===== src/rtl/move_input_pkg.sv =====
// move_input_pkg: shared command-FSM encoding, button indices and timing defaults
// for the move input front end.
package move_input_pkg;

    typedef enum logic [1:0] {
        IDLE    = 2'd0,
        PENDING = 2'd1,
        HOLD    = 2'd2
    } cmdState_t;

    localparam int BTN_UP    = 0;
    localparam int BTN_DOWN  = 1;
    localparam int BTN_LEFT  = 2;
    localparam int BTN_RIGHT = 3;

    // 10 ms of stability at a 100 MHz ClkPort
    localparam int DEFAULT_DEBOUNCE_CYCLES = 1000000;

endpackage


===== src/rtl/move_input_ctrl_debounce.sv =====
// btn_debounce: synchroniser, debounce filter and rising-edge detect for one
// push-button channel.
module btn_debounce #(
    parameter int SYNC_STAGES     = 2,
    parameter int DEBOUNCE_CYCLES = 4
) (
    input  logic ClkPort,
    input  logic Reset,
    input  logic btnRaw,
    output logic btnDb,
    output logic press
);
    localparam int CW = DEBOUNCE_CYCLES > 1 ? $clog2(DEBOUNCE_CYCLES) : 1;

    logic [SYNC_STAGES-1:0] syncReg;
    logic [CW-1:0]          dbCnt;
    logic                   dbPrev;
    logic                   sync;

    assign sync = syncReg[SYNC_STAGES-1];

    always_ff @(posedge ClkPort or posedge Reset)
        if (Reset) syncReg <= '0;
        else       syncReg <= {syncReg[SYNC_STAGES-2:0], btnRaw};

    // The level only flips after DEBOUNCE_CYCLES consecutive disagreeing samples
    always_ff @(posedge ClkPort or posedge Reset)
        if (Reset) begin
            dbCnt  <= '0;
            btnDb  <= 1'b0;
            dbPrev <= 1'b0;
        end else begin
            dbPrev <= btnDb;
            if (sync == btnDb) dbCnt <= '0;
            else if (dbCnt == CW'(DEBOUNCE_CYCLES - 1)) begin
                dbCnt <= '0;
                btnDb <= ~btnDb;
            end else dbCnt <= dbCnt + CW'(1);
        end

    assign press = btnDb & ~dbPrev;

endmodule


===== src/rtl/move_input_ctrl.sv =====
// move_input_ctrl: debounced buttons to one-shot move commands under valid/ack,
// plus a move_tick enable. Optional auto-repeat in HOLD: MOVE_AUTOREPEAT_EN.
module move_input_ctrl
    import move_input_pkg::*;
#(
    parameter int NUM_BTNS        = 4,
    parameter int SYNC_STAGES     = 2,
    parameter int DEBOUNCE_CYCLES = DEFAULT_DEBOUNCE_CYCLES,
    parameter int TICK_DIV        = 1048576
`ifdef MOVE_AUTOREPEAT_EN
    ,
    parameter int REPEAT_TICKS    = 16
`endif
) (
    input  logic                        ClkPort,
    input  logic                        Reset,
    input  logic [NUM_BTNS-1:0]         btn_raw,
    input  logic                        move_ack,
    output logic                        move_tick,
    output logic [NUM_BTNS-1:0]         btn_db,
    output logic                        move_valid,
    output logic [$clog2(NUM_BTNS)-1:0] move_idx,
    output logic                        overrun
);
    localparam int IW = $clog2(NUM_BTNS);
    localparam int TW = $clog2(TICK_DIV);

    logic [TW-1:0]       tickCnt;
    logic [NUM_BTNS-1:0] press;
    logic [IW-1:0]       firstIdx;
    logic [IW-1:0]       idxNext;
    logic                overrunNext;
    cmdState_t           state;
    cmdState_t           stateNext;

    always_ff @(posedge ClkPort or posedge Reset)
        if (Reset) tickCnt <= '0;
        else       tickCnt <= (tickCnt == TW'(TICK_DIV - 1)) ? '0 : tickCnt + TW'(1);

    assign move_tick = tickCnt == TW'(TICK_DIV - 1);

    for (genvar i = 0; i < NUM_BTNS; i++) begin : gCh
        btn_debounce #(
            .SYNC_STAGES    (SYNC_STAGES),
            .DEBOUNCE_CYCLES(DEBOUNCE_CYCLES)
        ) uCh (
            .ClkPort(ClkPort),
            .Reset  (Reset),
            .btnRaw (btn_raw[i]),
            .btnDb  (btn_db[i]),
            .press  (press[i])
        );
    end

    // Lowest-index press wins; scanning downwards leaves the smallest set bit
    always_comb begin
        firstIdx = '0;
        for (int i = NUM_BTNS - 1; i >= 0; i--)
            if (press[i]) firstIdx = IW'(i);
    end

`ifdef MOVE_AUTOREPEAT_EN
    localparam int RW = REPEAT_TICKS > 1 ? $clog2(REPEAT_TICKS) : 1;

    logic [RW-1:0] repCnt;
    logic          repHeld;
    logic          repFire;

    assign repHeld = state == HOLD && btn_db[move_idx];
    assign repFire = repHeld && move_tick && repCnt == RW'(REPEAT_TICKS - 1);

    always_ff @(posedge ClkPort or posedge Reset)
        if (Reset)                    repCnt <= '0;
        else if (!repHeld || repFire) repCnt <= '0;
        else if (move_tick)           repCnt <= repCnt + RW'(1);
`endif

    always_ff @(posedge ClkPort or posedge Reset)
        if (Reset) begin
            state    <= IDLE;
            move_idx <= '0;
            overrun  <= 1'b0;
        end else begin
            state    <= stateNext;
            move_idx <= idxNext;
            overrun  <= overrunNext;
        end

    always_comb begin
        stateNext   = state;
        idxNext     = move_idx;
        overrunNext = overrun;
        case (state)
            IDLE: begin
                if (|press) begin
                    stateNext = PENDING;
                    idxNext   = firstIdx;
                end
            end
            PENDING: begin
                if (|press)   overrunNext = 1'b1;
                if (move_ack) stateNext   = HOLD;
            end
            HOLD: begin
`ifdef MOVE_AUTOREPEAT_EN
                if (~|btn_db)     stateNext = IDLE;
                else if (repFire) stateNext = PENDING;
`else
                if (~|btn_db) stateNext = IDLE;
`endif
            end
            default: stateNext = IDLE;
        endcase
    end

    assign move_valid = state == PENDING;

endmodule


===== config.mk =====
export PLATFORM = sky130hd
export DESIGN_NAME = move_input_ctrl
export DESIGN_NICKNAME = d
export VERILOG_FILES = /design/src/rtl/move_input_pkg.sv /design/src/rtl/move_input_ctrl_debounce.sv /design/src/rtl/move_input_ctrl.sv
export SDC_FILE = /design/constraint.sdc
export NUM_CORES = 1
export LEC_CHECK = 0
export ABC_CLOCK_PERIOD_IN_PS = 4500
export CAP_MARGIN = 0
export CORE_ASPECT_RATIO = 0.6
export CORE_MARGIN = 5
export CORE_UTILIZATION = 30
export DETAILED_ROUTE_END_ITERATION = 12
export DONT_BUFFER_PORTS = 1
export GPL_ROUTABILITY_DRIVEN = 0
export PLACE_DENSITY_LB_ADDON = 0.25
export REMOVE_ABC_BUFFERS = 1
export SYNTH_ARGS = -nofsm -noshare
export SYNTH_HDL_FRONTEND = slang
export SYNTH_SLANG_ARGS = --single-unit

===== constraint.sdc =====
create_clock -name ClkPort -period 4.5 [get_ports ClkPort]
set_input_delay 0.45 -clock ClkPort [delete_from_list [all_inputs] [get_ports ClkPort]]
set_output_delay 0.45 -clock ClkPort [all_outputs]
set_load 0.03 [all_outputs]

Word level (Yosys, flattened, before mapping) --
Index checks and enable logic that the tools add are counted.
Word-level totals: input port bits 7, output and inout bits 9, flip-flop bits (word level) 121, logic and storage cells 82
Operators by class: equality and inequality tests 14, multiplexer cells 17, add/sub/neg operators 5, bitwise logic cells 16, reduce and logical (&&, ||, !) cells 10
Operators by type and width (count):
- two-way mux 20 bit | 9
- adder 20 x 1 -> 20 bit, second input constant | 5
- equality test 20 bit, second input constant | 5
- two-way mux 2 bit | 7
- NOT 1 bit | 12
- AND reduction 2 bit | 6
- OR reduction 4 bit | 2
- inequality test 2 bit, second input constant | 3
- one-hot mux 2 bit (3 select lines) | 1
- AND 1 bit | 4
- equality test 1 bit | 4
- AND reduction 3 bit | 1
- equality test 2 x 1 -> 1 bit, second input constant | 1
- equality test 2 bit, second input constant | 1
- zero test 2 bit | 1

Depth between registers and ports, before layout --
Gate-level depths: netlist of the first run.
word-level depth 6, mapped depth 6, mapped depth without buffers 5

By module --
Synthesis of the first run repeated with hierarchy kept, for this count alone.
Unflattened totals: cell total of the unflattened synthesis 553, area total of the unflattened synthesis 5941.9 um2
Modules (own cells, without submodules):
- btn_debounce | area each 1181.1 um2, cells each 110, instances 4, sequential area each 600.6 um2
- move_input_ctrl | area each 1217.4 um2, cells each 113, instances 1, sequential area each 625.6 um2

Worst setup path after synthesis of the first run --
No wires, ideal clock.
path type register -> register, start point register gCh[1].uCh.dbCnt[0], end point register gCh[1].uCh.dbCnt[18], data arrival time 1.865 ns, buffers on the path 0, required time 4.422 ns, clock period less this slack 1.943 ns, setup time 0.078 ns, path slack 2.557 ns, cell stages (with the launch flop) 6, path through dfrtp_1 ha_1 nand4_1 or4_4 or4_1 a21oi_1
On the way: word-level cells in the longest chain between the ends 3, elaborated cells on any way between the ends 4, classes of those cells add/sub (1); eq/ne (1); mux (2)
RTL lines:
- start: declaration | RTL line move_input_ctrl_debounce.sv:16 | logic [CW-1:0] dbCnt;
- start signal: assignment | RTL line move_input_ctrl_debounce.sv:38 | end else dbCnt <= dbCnt + CW'(1);
- adder 20 x 1 -> 20 bit / equality test 20 bit (equally long branches) | RTL line move_input_ctrl_debounce.sv:38, move_input_ctrl_debounce.sv:35
- two-way mux 20 bit (*) | RTL line move_input_ctrl_debounce.sv:35 | else if (dbCnt == CW'(DEBOUNCE_CYCLES - 1)) begin
- two-way mux 20 bit (*) | RTL line move_input_ctrl_debounce.sv:34 | if (sync == btnDb) dbCnt <= '0;
Every way passes the cells marked *; elsewhere a longest branch is shown, timed or not. A chain may end at the register's enable or synchronous reset.

Worst setup path after layout of the first run --
start point register tickCnt[0], end point output move_tick
On the way: word-level cells in the longest chain between the ends 1
RTL lines:
- start: declaration | RTL line move_input_ctrl.sv:28 | logic [TW-1:0] tickCnt;
- start signal: assignment | RTL line move_input_ctrl.sv:38 | else tickCnt <= (tickCnt == TW'(TICK_DIV - 1)) ? '0 : tickCnt + TW'(1);
- equality test 20 bit | RTL line move_input_ctrl.sv:40 | assign move_tick = tickCnt == TW'(TICK_DIV - 1);
- end: declaration | RTL line move_input_ctrl.sv:19 | output logic move_tick,
No other way between the ends.

==> summary by stage, run 1 <==
Floorplanning
16 I/O pins were placed. The number of rows in the core area is 39. The initial utilization of the core area, before any placement, comes to a little under a third. The floorplan die width is approximately 190 um. The area of the placeable core is 0.01898 sq mm.

The die is between 100 and 150 um tall. The floorplan step defined a die boundary enclosing ~0.022 sq mm.

Yosys
The proportion of register bits with asynchronous set or reset after synthesis is 100.0%. The area of the mapped netlist is about 0.0058 sq mm. The number of synthesis warnings is 0. The average footprint of a synthesized cell is just over 10 sq um.

The post-synthesis cell type with the largest combined area is sky130_fd_sc_hd__dfrtp_1. The proportion of synthesized chip area in sequential cells is between 50% and 60%. The netlist uses 43 different library cells. The synthesized design contains 121 register bits.

The commonest register cell after synthesis is sky130_fd_sc_hd__dfrtp_1. The area share of the largest cell type after synthesis is around 52%. Sorting the synthesized cells by area gives the leading types as sky130_fd_sc_hd__dfrtp_1, sky130_fd_sc_hd__xnor2_1, sky130_fd_sc_hd__nor2_1.

The instance count of the mapped netlist is roughly 570. In this run, synthesis inferred 0 flip-flops with an integrated enable.

Cells and area
The share of cells above drive strength 1 is around 8.1%. The count of antenna diodes in the layout is 0. After filler insertion, the fill cell instance count of the layout stands at about 1900. The non-filler instance count after layout is roughly 840. The net count of the finished layout is 591. The area growth from synthesis to layout is 13.63%.

The final core utilization is around 35%.

Clock network
In this run, post-CTS repair resized a total of 0 instances. At the later pin of the worst-skew pair, clock insertion delay measures 0.42 ns. After clock tree synthesis, the clock-pin slew on the worst setup and hold paths is 0.06 ns.

The count of buffers added by post-CTS timing repair for setup is 0. Clock tree synthesis inserted a total of 17 buffers. The maximum clock path buffer count is 2. The clock tree from TritonCTS is done.

The H-tree generated during clock tree synthesis spans 4 levels. The cell at the root of the clock tree is sky130_fd_sc_hd__clkbuf_16. The total of hold buffers inserted after clock tree synthesis is 0.

The total clock sinks is 121.

GRT
The first global-routing pass estimated ~20000 um of wire. In the global route stage, overall resource usage came out at between 10% and 20%. The overflow left after global routing is 0. Entering global routing, the biggest net connects between 70 and 80 pins. The number of antenna violations at the first check in global routing was 0.

The via count of the first global-routing pass is between 3000 and 4000.

Timing
The worst max-slew margin expressed relative to the limit is a little under a third. The final-report hold violation count came to 0. Setup repair after global routing left no endpoint under its margin. Clock skew on the completed layout was measured at ~0.0069 ns. The peak clock frequency supported by timing is 0.3979 GHz. After routing, the total negative slack on setup checks comes to 0 ns. The final number of max-transition violations came to 0. The final worst-path cycle share is between 50% and 60%. The post-route minimum period is between 2 and 3 ns.

For the pin with the worst max-slew slack, the measured transition is between 1 and 1.5 ns. Setup violations remaining at the end of the flow were counted as 0.

Critical path
Of all nets on the critical path, the largest fanout is 11. The critical path data required time is between 4 and 5 ns. The endpoint identified for the worst register-to-register timing path is gCh[2].uCh.dbCnt[12]. At the worst endpoint, the arrival time is 2.06 ns. The element type at the critical path start is a flip-flop. The startpoint of the most critical setup path is tickCnt[0].

The critical path in this run is classified as reg2out. In this run the worst setup path terminates at move_tick. The depth of the worst register-to-register path is 5. The category of the worst setup path capture point is a primary output. Setup slack on the worst reg-to-reg path comes out at 2.22 ns. The startpoint identified for the worst register-to-register timing path is gCh[2].uCh.dbCnt[0].

Worst hold path
The worst hold path belongs to the class in2reg. The launch instance of the worst min-delay path is btn_raw[1].

Power
For this design the static power due to leakage is 2.578 nW. Across the VDD grid, the largest voltage drop is between 0.0002 and 0.0003 V. The power density over the cells is around 370 mW/mm^2.

Detailed routing
The detailed router's first-iteration violation count is 317. The remaining antenna violation count after routing is 0. The first-pass iteration count of the detailed router is 5. For this block, the routed nets add up to around 12000 um of wire. The via density per instance is about 5.

The detailed router placed 4183 vias in this run. For this run, design rule violations remaining after detail routing come to 0. In the final routed layout, each cell accounts on average for between 10 and 15 um.

Run status
The run finished with clean final reports.

Place
The detailed placement HPWL is around 8000 um. Including well taps, the total number of placed cells is approximately 800. The number of buffers inserted by port buffering is 0.

Run
The count of max-cap constraint violations is 0.
## where the power goes
group | switching, mW | internal [mW] | total, mW
Clock | 0.519 | 0.720 | 1.24
Sequential | 0.0134 | 1.10 | 1.11
Combinational | 0.0421 | 0.0130 | 0.0551
## worst min path at each step
stage	to	slack (ns)	cells after the start
final	gCh[1].uCh.syncReg[0]	0.06	0
after global routing	gCh[3].uCh.syncReg[0]	0.03	0
after CTS	gCh[3].uCh.syncReg[0]	0.03	0
after detailed placement	gCh[3].uCh.syncReg[1]	0.34	0
after global placement	gCh[3].uCh.syncReg[1]	0.34	0
after floorplan	gCh[0].uCh.syncReg[1]	0.33	0
## cell type report
cell class	count	area, sq um	area share, %
Timing Repair Buffer	2	15.01	0.2288
Sequential cell	121	3028	46.15
Clock buffer	19	442.9	6.751
Clock inverter	13	96.34	1.468
Inverter	17	66.31	1.011
Multi-Input combinational cell	420	2605	39.70
Tap cell	246	307.8	4.691
## sequential cells by signal, summed over array words and instances (netlist names)
| signal | flops |
|---|---|
| overrun | 1 |
| state | 2 |
| move_idx | 2 |
| gCh.uCh.dbCnt | 80 |
| gCh.uCh.dbPrev | 4 |
| gCh.uCh.syncReg | 8 |
| gCh.uCh.btnDb | 4 |
| tickCnt | 20 |
## metrics by stage
step	hold WS, ns	cell area, sq um	worst slack (ns)	power (mW)
3_5_place_dp	0.3372	6022	2.209	1.191
4_1_cts	0.03230	6561	1.937	2.453
2_1_floorplan	0.3312	5697	0.8358	1.173
3_3_place_gp	0.3359	6022	2.288	1.189
5_1_grt	0.02786	6561	1.778	2.514
6_report	0.05549	6561	1.987	2.408
## metal layers
metal	share of wire (%)	vias to the layer above	track usage, %
met5	0	-	0
met4	1.0	0	3.412
met3	5.7	8	3.972
met2	41	101	14.65
met1	52	2012	16.86
li1	-	2062	-
## cells in the final DEF, fill, tap and decap left out, types with 2 or more instances in the layout
| master | count |
|---|---|
| sky130_fd_sc_hd__and4_1 | 6 |
| sky130_fd_sc_hd__nor4_1 | 20 |
| sky130_fd_sc_hd__clkinv_4 | 2 |
| sky130_fd_sc_hd__nor3_1 | 17 |
| sky130_fd_sc_hd__nand2_1 | 40 |
| sky130_fd_sc_hd__o31ai_1 | 11 |
| sky130_fd_sc_hd__inv_6 | 3 |
| sky130_fd_sc_hd__nor4b_1 | 3 |
| sky130_fd_sc_hd__nand3_1 | 39 |
| sky130_fd_sc_hd__o21ai_0 | 11 |
| sky130_fd_sc_hd__nand2b_1 | 6 |
| sky130_fd_sc_hd__ha_1 | 5 |
| sky130_fd_sc_hd__xor2_1 | 23 |
| sky130_fd_sc_hd__nand4b_1 | 2 |
| sky130_fd_sc_hd__nor2_1 | 76 |
| sky130_fd_sc_hd__mux2_2 | 5 |
| sky130_fd_sc_hd__or3_1 | 12 |
| sky130_fd_sc_hd__o31ai_4 | 2 |
| sky130_fd_sc_hd__clkinv_2 | 3 |
| sky130_fd_sc_hd__buf_4 | 2 |
| sky130_fd_sc_hd__or4b_1 | 2 |
| sky130_fd_sc_hd__and2_1 | 8 |
| sky130_fd_sc_hd__nand4_1 | 28 |
| sky130_fd_sc_hd__clkinvlp_4 | 5 |
| sky130_fd_sc_hd__xnor2_1 | 48 |
| sky130_fd_sc_hd__inv_1 | 16 |
| sky130_fd_sc_hd__clkbuf_16 | 17 |
| sky130_fd_sc_hd__a21oi_1 | 24 |
| sky130_fd_sc_hd__nor2b_1 | 2 |
| sky130_fd_sc_hd__and3_1 | 6 |
| sky130_fd_sc_hd__dfrtp_1 | 121 |
| sky130_fd_sc_hd__or4_1 | 11 |
## worst max-delay path: stages, from the launching register on
cell and delay (ns):
sky130_fd_sc_hd__dfrtp_1 0.36, sky130_fd_sc_hd__ha_1 0.25, sky130_fd_sc_hd__nand3_1 0.14, sky130_fd_sc_hd__nor2_1 0.21, sky130_fd_sc_hd__and4_1 0.68
## cells by family (layout without fill, tap and decap cells)
| logic type | after synthesis | in the layout | synth area share [%] |
|---|---|---|---|
| AOI/OAI and AO/OA | 56 | 56 | 6.761 |
| muxes | 5 | 5 | 0.9750 |
| adders and majority gates | 5 | 5 | 1.083 |
| xor gates and xnor gates | 71 | 71 | 10.77 |
| buffers and inverters | 31 | 51 | 2.448 |
| and+or+nand+nor | 283 | 283 | 25.53 |
| DFF | 121 | 121 | 52.44 |
## synthesized netlist by cell type (2+ instances only)
cell type	n
sky130_fd_sc_hd__clkbuf_1	4
sky130_fd_sc_hd__a21oi_1	24
sky130_fd_sc_hd__nand2b_1	6
sky130_fd_sc_hd__and4_1	6
sky130_fd_sc_hd__o21ai_0	11
sky130_fd_sc_hd__inv_1	17
sky130_fd_sc_hd__and2_1	8
sky130_fd_sc_hd__buf_4	5
sky130_fd_sc_hd__nor3_1	17
sky130_fd_sc_hd__or4_1	11
sky130_fd_sc_hd__o31ai_1	11
sky130_fd_sc_hd__xor2_1	23
sky130_fd_sc_hd__nor4b_1	3
sky130_fd_sc_hd__mux2_2	5
sky130_fd_sc_hd__nand3_1	39
sky130_fd_sc_hd__nand2_1	40
sky130_fd_sc_hd__nor2b_1	2
sky130_fd_sc_hd__buf_2	4
sky130_fd_sc_hd__o31ai_4	2
sky130_fd_sc_hd__nand4_1	28
sky130_fd_sc_hd__or4b_1	2
sky130_fd_sc_hd__nand4b_1	2
sky130_fd_sc_hd__nor2_1	76
sky130_fd_sc_hd__dfrtp_1	121
sky130_fd_sc_hd__ha_1	5
sky130_fd_sc_hd__nor4_1	20
sky130_fd_sc_hd__xnor2_1	48
sky130_fd_sc_hd__or3_1	12
sky130_fd_sc_hd__and3_1	6
Note: power is estimated with default switching activity, not from simulation.
==> inputs of run 2 (changes only) <==
- ABC_CLOCK_PERIOD_IN_PS: 4500 -> 2000
- clock period: 4.5 -> 2 ns (I/O delays scaled with it)
==> run 2 against run 1 <==
Net effect: clock power rose to 2.6 times the previous value; die area did not move; power rose by 140%; register-to-register slack got worse by 2.1 ns; clock skew rose by 0.0018 ns; cell count rose by 3.7%; sequential share of layout area fell by 2.7 points; core utilization rose by 2.2 points; flip-flop and latch count did not move; highest routed layer unchanged.
==> summary by stage, run 2 (synthesis gave the netlist of run 1 again) <==
Cells and area
The most common cell after layout, fill and taps aside is sky130_fd_sc_hd__dfrtp_1. The net count of the finished layout is approximately 620. The finished cells cover 0.006974 sq mm.

In the layout the commonest cells are sky130_fd_sc_hd__dfrtp_1, sky130_fd_sc_hd__nor2_1, sky130_fd_sc_hd__xnor2_1. Compared with the post-synthesis result, the final layout area differs by 20.78%. The non-filler instance count after layout is between 800 and 900. The count of antenna diodes in the layout is 0. The largest registers in the layout are gCh.uCh.dbCnt: 80 flops, tickCnt: 20 flops, gCh.uCh.syncReg: 8 flops. More flip-flops sit in one register than any other, and that register is gCh.uCh.dbCnt. The register with the most flip-flops in the layout has 80 of them. Cells with a size suffix above 1 make up between 10% and 20% of the layout.

Timing
Hold is met by 0.3365 ns. The clock arrives with about 0.0086 ns of skew. Setup repair after global routing left no endpoint under its margin. The actual slew at the worst max-slew pin is approximately 0.54 ns. The peak clock frequency supported by timing is ~0.53 GHz. For the finished layout, the period the worst path requires is 1.885 ns.

The final number of max-transition violations was 0. The final worst-path cycle share is between 90% and 100%. The final-report hold violation count is 0. The worst max-slew margin expressed relative to the limit is roughly 64%. After layout, the worst setup slack is about 0.11 ns.

Setup violations remaining at the end of the flow were counted as 0.

GRT
The number of antenna violations at the first check in global routing is 0. The first global-routing pass estimated between 20000 and 25000 um of wire. Entering global routing, the biggest net connects 70 pins. The overflow left after global routing is 0. The via count of the first global-routing pass is 4255. The overall track demand over capacity in global routing is 11.68%.

Critical path
The arrival time at the worst endpoint is about 2.2 ns. At the worst endpoint, the required time is around 2.3 ns. STA classifies the critical path endpoint as a flip-flop. The depth of the worst register-to-register path is 5. The type of the setup path with the least slack is reg2reg. In this run the register-to-register setup slack is between 0.1 and 0.15 ns. The worst setup path is launched from a flip-flop.

Of all nets on the critical path, the largest fanout is 5. In this run the critical register-to-register path is captured at gCh[3].uCh.btnDb. The startpoint of the lowest-slack register-to-register path is gCh[3].uCh.dbCnt[0].

Clock network
The H-tree generated during clock tree synthesis spans 4 levels. TritonCTS built the clock tree. The root buffer cell chosen for the clock tree is sky130_fd_sc_hd__clkbuf_16. Clock-pin slew was measured on the worst setup and hold paths at ~0.060 ns. The clock latency reported for the late side of the worst-skew pair is ~0.42 ns. Counting along the longest clock path gives a buffer depth of 2. The clock buffer count from CTS is 17.

The total clock sinks is 121.

Place
Once detailed placement completed, the half-perimeter wirelength came to roughly 8400 um. In this run the cell area measured after placement is ~0.0062 sq mm. The instance count after placement with tap cells included is 830. OpenSTA, run right after detailed placement, puts the worst setup slack at 0.03277 ns. The number of buffers inserted by port buffering is 0.

Floorplanning
The initial cell density of the core is a little under a third. The number of placed I/O pins is 16. The floorplan has 39 rows. The area of the placeable core is roughly 0.019 sq mm.

The floorplan die width is around 190 um. The floorplan step set the die height to ~120 um. The total die area is about 0.022 sq mm.

Detailed routing
The post-detailed-route wirelength per cell is between 10 and 15 um. The first detailed-routing pass took 4 iterations. The remaining routing DRC violations is 0. The routed layout has 4271 vias. After detailed routing, the number of vias per cell comes to 4.915.

In this run the remaining antenna-violating nets after routing total 0. The detailed router finished its first iteration with between 300 and 400 violations. For this block, the routed nets add up to 12110 um of wire.

Worst hold path
The path class of the tightest hold or removal check is in2reg. In this run the most critical hold path is launched from btn_raw[3]. The worst hold path terminates at gCh[3].uCh.syncReg[0]. Counting instances, the worst hold path has a depth of 1.

Power
The power density over the cells is about 840 mW/mm^2. IR analysis of the VDD net gives a maximum drop of 0.0005429 V. In this run the static leakage power is about 2.8 nW.

Run
The count of max-cap constraint violations is 0.

Run status
The run finished with clean final reports.
[run 2: through the flow]
stage                     setup TNS (ns)  power [mW]  utilization [%]
final                                  0       5.853            36.74
after global placement                 0       2.698            32.81
after CTS                              0       5.946            36.42
after detailed placement               0       2.704            32.81
after global routing                   0       6.091            36.74
after floorplan                  -171.12       2.638                -
[run 2: worst max-delay path, stage by stage (launching register included)]
cell	delay, ns
sky130_fd_sc_hd__dfrtp_1	0.41
sky130_fd_sc_hd__ha_2	0.25
sky130_fd_sc_hd__and2_1	0.24
sky130_fd_sc_hd__nand4_1	0.25
sky130_fd_sc_hd__nor3_1	0.27
sky130_fd_sc_hd__mux2_2	0.35
[run 2: final cells by class]
class	count	area [sq um]
fill	1858	12010
inverter	17	66.31
clock buffer	19	452.9
timing repair buffer	33	304.0
tap	246	307.8
sequential	121	3028
multi-input combinational	420	2648
clock inverter	13	167.7
[run 2: timing repair]
item,CTS,global route
hold buffers,6,0
gates cloned,0,0
hold endpoints to repair,127,0
setup endpoints to repair,1,8
setup buffers,0,1
resized for setup,2,12
pin swaps,0,2
[run 2: power breakdown]
group | switching (mW) | total [mW] | leakage [nW] | internal [mW]
Clock | 1.15 | 3.19 | 0.300 | 2.03
Sequential | 0.0272 | 2.50 | 1.65 | 2.48
Combinational | 0.105 | 0.162 | 0.839 | 0.0572
[run 2: routing by layer]
| layer | GRT usage (%) | vias up | routed length, um |
|---|---|---|---|
| li1 | - | 2114 | - |
| met1 | 17.01 | 2099 | 6464 |
| met2 | 16.36 | 53 | 5075 |
| met3 | 4.001 | 5 | 509 |
| met4 | 3.412 | 0 | 60 |
| met5 | 0 | - | 0 |
[run 2: worst max-delay path by stage]
stage,from,slack (ns),to
6_report,gCh[3].uCh.dbCnt[0],0.11,gCh[3].uCh.btnDb
5_1_grt,gCh[3].uCh.dbCnt[0],0.003,gCh[3].uCh.btnDb
4_1_cts,gCh[1].uCh.dbCnt[2],0.02,gCh[1].uCh.dbCnt[19]
3_5_place_dp,gCh[1].uCh.dbCnt[2],0.03,gCh[1].uCh.dbCnt[19]
3_3_place_gp,gCh[1].uCh.dbCnt[1],0.09,gCh[1].uCh.dbCnt[18]
2_1_floorplan,Reset,-1.41,gCh[0].uCh.btnDb
==> inputs of run 3 (changes only) <==
- CORE_MARGIN: 5 -> unset
==> run 3 against run 2 <==
Net effect: design area fell by 0.84%; flip-flop and latch count did not move; core utilization rose by 0.75 points; clock-buffer cell count rose by 3; worst hold slack got worse by 0.024 ns; largest cell class unchanged.
==> summary by stage, run 3 (synthesis gave the netlist of run 1 again) <==
Timing
The post-route minimum period is approximately 1.9 ns. At the pin with the least slew margin, the transition time is around 0.5 ns. The peak clock frequency supported by timing is between 0.5 and 0.6 GHz.

Between clock sinks in the finished design, the worst skew comes to approximately 0.013 ns. The final number of max-transition violations was 0. The worst max-slew margin expressed relative to the limit is roughly 67%. Hold timing on the final database bottoms out at a slack of roughly 0.31 ns. The final-report hold violation count is 0. The total setup violations reported at the end of the flow is 0. The final worst-path cycle share is 95.37%. Setup repair after global routing could not meet its margin everywhere.

Critical path
STA classifies the critical path endpoint as a primary output. Data on the critical path arrives at its endpoint at around 1.7 ns. The worst setup path is of the reg2out kind. The element type at the critical path start is a flip-flop. The largest individual stage delay along the critical path comes from the cell sky130_fd_sc_hd__dfrtp_1. Tracing the worst setup path back leads to its startpoint at tickCnt[0]. Traced cell by cell, the critical path runs through ha_2 > nand3_1 > nor2_2 > and4_1 > buf_6. The worst register-to-register path begins at gCh[2].uCh.dbCnt[1]. Broken down by cell family, the worst path's largest delay share belongs to simple AND/OR/NAND/NOR gates.

Measured in cells, the most critical reg-to-reg path has a length of 6. The number of cells on the critical path is 5. The critical path's largest stage delay is roughly 0.37 ns. The critical path buffer and inverter count is 1.

The critical path data required time is around 1.8 ns. Along the worst path, the maximum fanout reaches 11.

Clock network
The clock passes through at most 2 buffers. The clock input transition at the sequential cells of the worst setup and hold paths is approximately 0.05 ns. The clock buffer count from CTS is 17. The cell sitting at the root of the clock tree is a sky130_fd_sc_hd__clkbuf_16.

The clock latency reported for the late side of the worst-skew pair is ~0.40 ns. TritonCTS built the clock tree. In this run the number of H-tree levels came out at 4.

The total clock sinks is 121.

Floorplanning
The floorplan die width is roughly 180 um. The area of the placeable core is about 0.018 sq mm. The number of placed I/O pins is 16. Once the floorplan was initialized, standard cells occupied 31.30% of the core.

The vertical die dimension is 109.5 um. The total die area is 0.01982 sq mm. The floorplan has 38 rows.

Detailed routing
In the detailed route, the total length drawn on met2 is slightly below 5000 um. The detailed route wirelength on metal3 is about 190 um. In the routed design, unresolved DRC markers number 0.

The pre-antenna-repair detailed-routing pass consisted of 4 iterations. The post-detailed-route wirelength per cell is between 10 and 15 um. Once detail routing completed, the nets flagged for antenna violations numbered 0.

The first routing iteration left 264 violations. Across all layers, the routed design uses roughly 4200 vias. The routed design has roughly 12000 um of wire. The detailed router put a total of 6619 um of wire on met1.

After detailed routing, no signal wire sits above met4. After detailed routing, the number of vias per cell comes to roughly 5.

Place
The detailed placement HPWL is 8097 um. In this run the tool buffered the top-level ports with 0 buffer cells.

Cells and area
The register with the most flip-flops in the layout has 80 of them. The layout overhead on the synthesized area is 19.76%. Leaving out fill and tap cells, the most frequent cell in the layout is sky130_fd_sc_hd__dfrtp_1. The count of antenna diodes in the layout is 0. The top register by number of flip-flops is gCh.uCh.dbCnt. The share of cells above drive strength 1 is between 10 and 15%. The net count of the finished layout is 623.

In the layout the commonest cells are sky130_fd_sc_hd__dfrtp_1, sky130_fd_sc_hd__nor2_1, sky130_fd_sc_hd__xnor2_1. In the final layout, the registers with the most flip-flops are gCh.uCh.dbCnt: 80 flops, tickCnt: 20 flops, gCh.uCh.syncReg: 8 flops.

GRT
Global routing finished with a remaining overflow of 0. The number of antenna violations at the first check in global routing is 0. Entering global routing, the biggest net connects 48 pins.

The overall track demand over capacity in global routing is approximately an eighth. The first global-routing pass estimated slightly above 20000 um of wire. The via count of the first global-routing pass is around 4100.

Run
The tool flagged a number of max-cap violations equal to 0.

Power
Summed over all cells, the static leakage comes to roughly 2.8 nW. The sum of internal, switching and leakage power is around 5.7 mW. The maximum ir drop on the vdd rail is between 0.0005 and 0.0006 V. For this design the ratio of total power to cell area is 831.4 mW/mm^2.

Worst hold path
The path class of the lowest-slack min-delay path is in2async.

Run status
The flow ran to the end, and the final reports show no timing, DRC or antenna violations.
[run 3: cell count changes in the layout (fill, tap and decap cells not counted), sizes merged]
cell    change
clkbuf      +3
clkinv      -3
inv         -2
buf         +1
[run 3: what timing repair did]
| action | in CTS | in global routing |
|---|---|---|
| buffers inserted | 0 | 2 |
| hold endpoints to repair | 41 | 0 |
| cloned | 0 | 0 |
| resized for setup | 1 | 7 |
| endpoints found under the setup margin | 1 | 8 |
| pin swaps | 0 | 1 |
| hold buffers | 6 | 0 |
[run 3: per-layer routing]
layer,vias to the layer above,track usage [%]
met5,-,0
met2,42,18.24
met3,9,2.782
met4,0,5.085
li1,2114,-
met1,2084,18.90
[run 3: final cells by class]
class	instances	area, sq um
flip-flops and latches	121	3028
repair buffers	34	302.8
inverters	17	66.31
clock buffers	22	474.2
multi-input cells	420	2624
fillers	1822	11530
clock inverters	8	120.1
well taps	240	300.3
[run 3: worst paths after layout]
| path | end | slack (ns) |
|---|---|---|
| max | move_tick | 0.09 |
| min | overrun | 0.31 |
| max reg2reg | gCh[2].uCh.dbCnt[3] | 0.10 |
| min reg2reg | gCh[0].uCh.syncReg[1] | 0.35 |
| max in group asynchronous | gCh[2].uCh.dbCnt[2] | 1.05 |
| min in group ClkPort | gCh[0].uCh.syncReg[1] | 0.35 |
[run 3: where the power goes]
part / leakage, nW / total, mW / switching, mW / internal (mW)
registers: 1.65 / 2.51 / 0.0272 / 2.48
logic: 0.842 / 0.168 / 0.107 / 0.0615
clock network: 0.288 / 3.08 / 1.04 / 2.04
total: 2.78 / 5.75 / 1.17 / 4.58
[run 3: per-stage QoR]
stage / std cells / setup TNS, ns / instance area (sq um) / utilization [%] / setup WS, ns
final: 862 / 0 / 6915 / 37.49 / 0.09256
after floorplan: 558 / -171.12 / 5697 / - / -1.414
after CTS: 860 / 0 / 6877 / 37.28 / 0.02211
after detailed placement: 824 / 0 / 6220 / 33.72 / 0.03686
after global routing: 862 / -0.03830 / 6915 / 37.49 / -0.02745
after global placement: 824 / 0 / 6220 / 33.72 / 0.09153
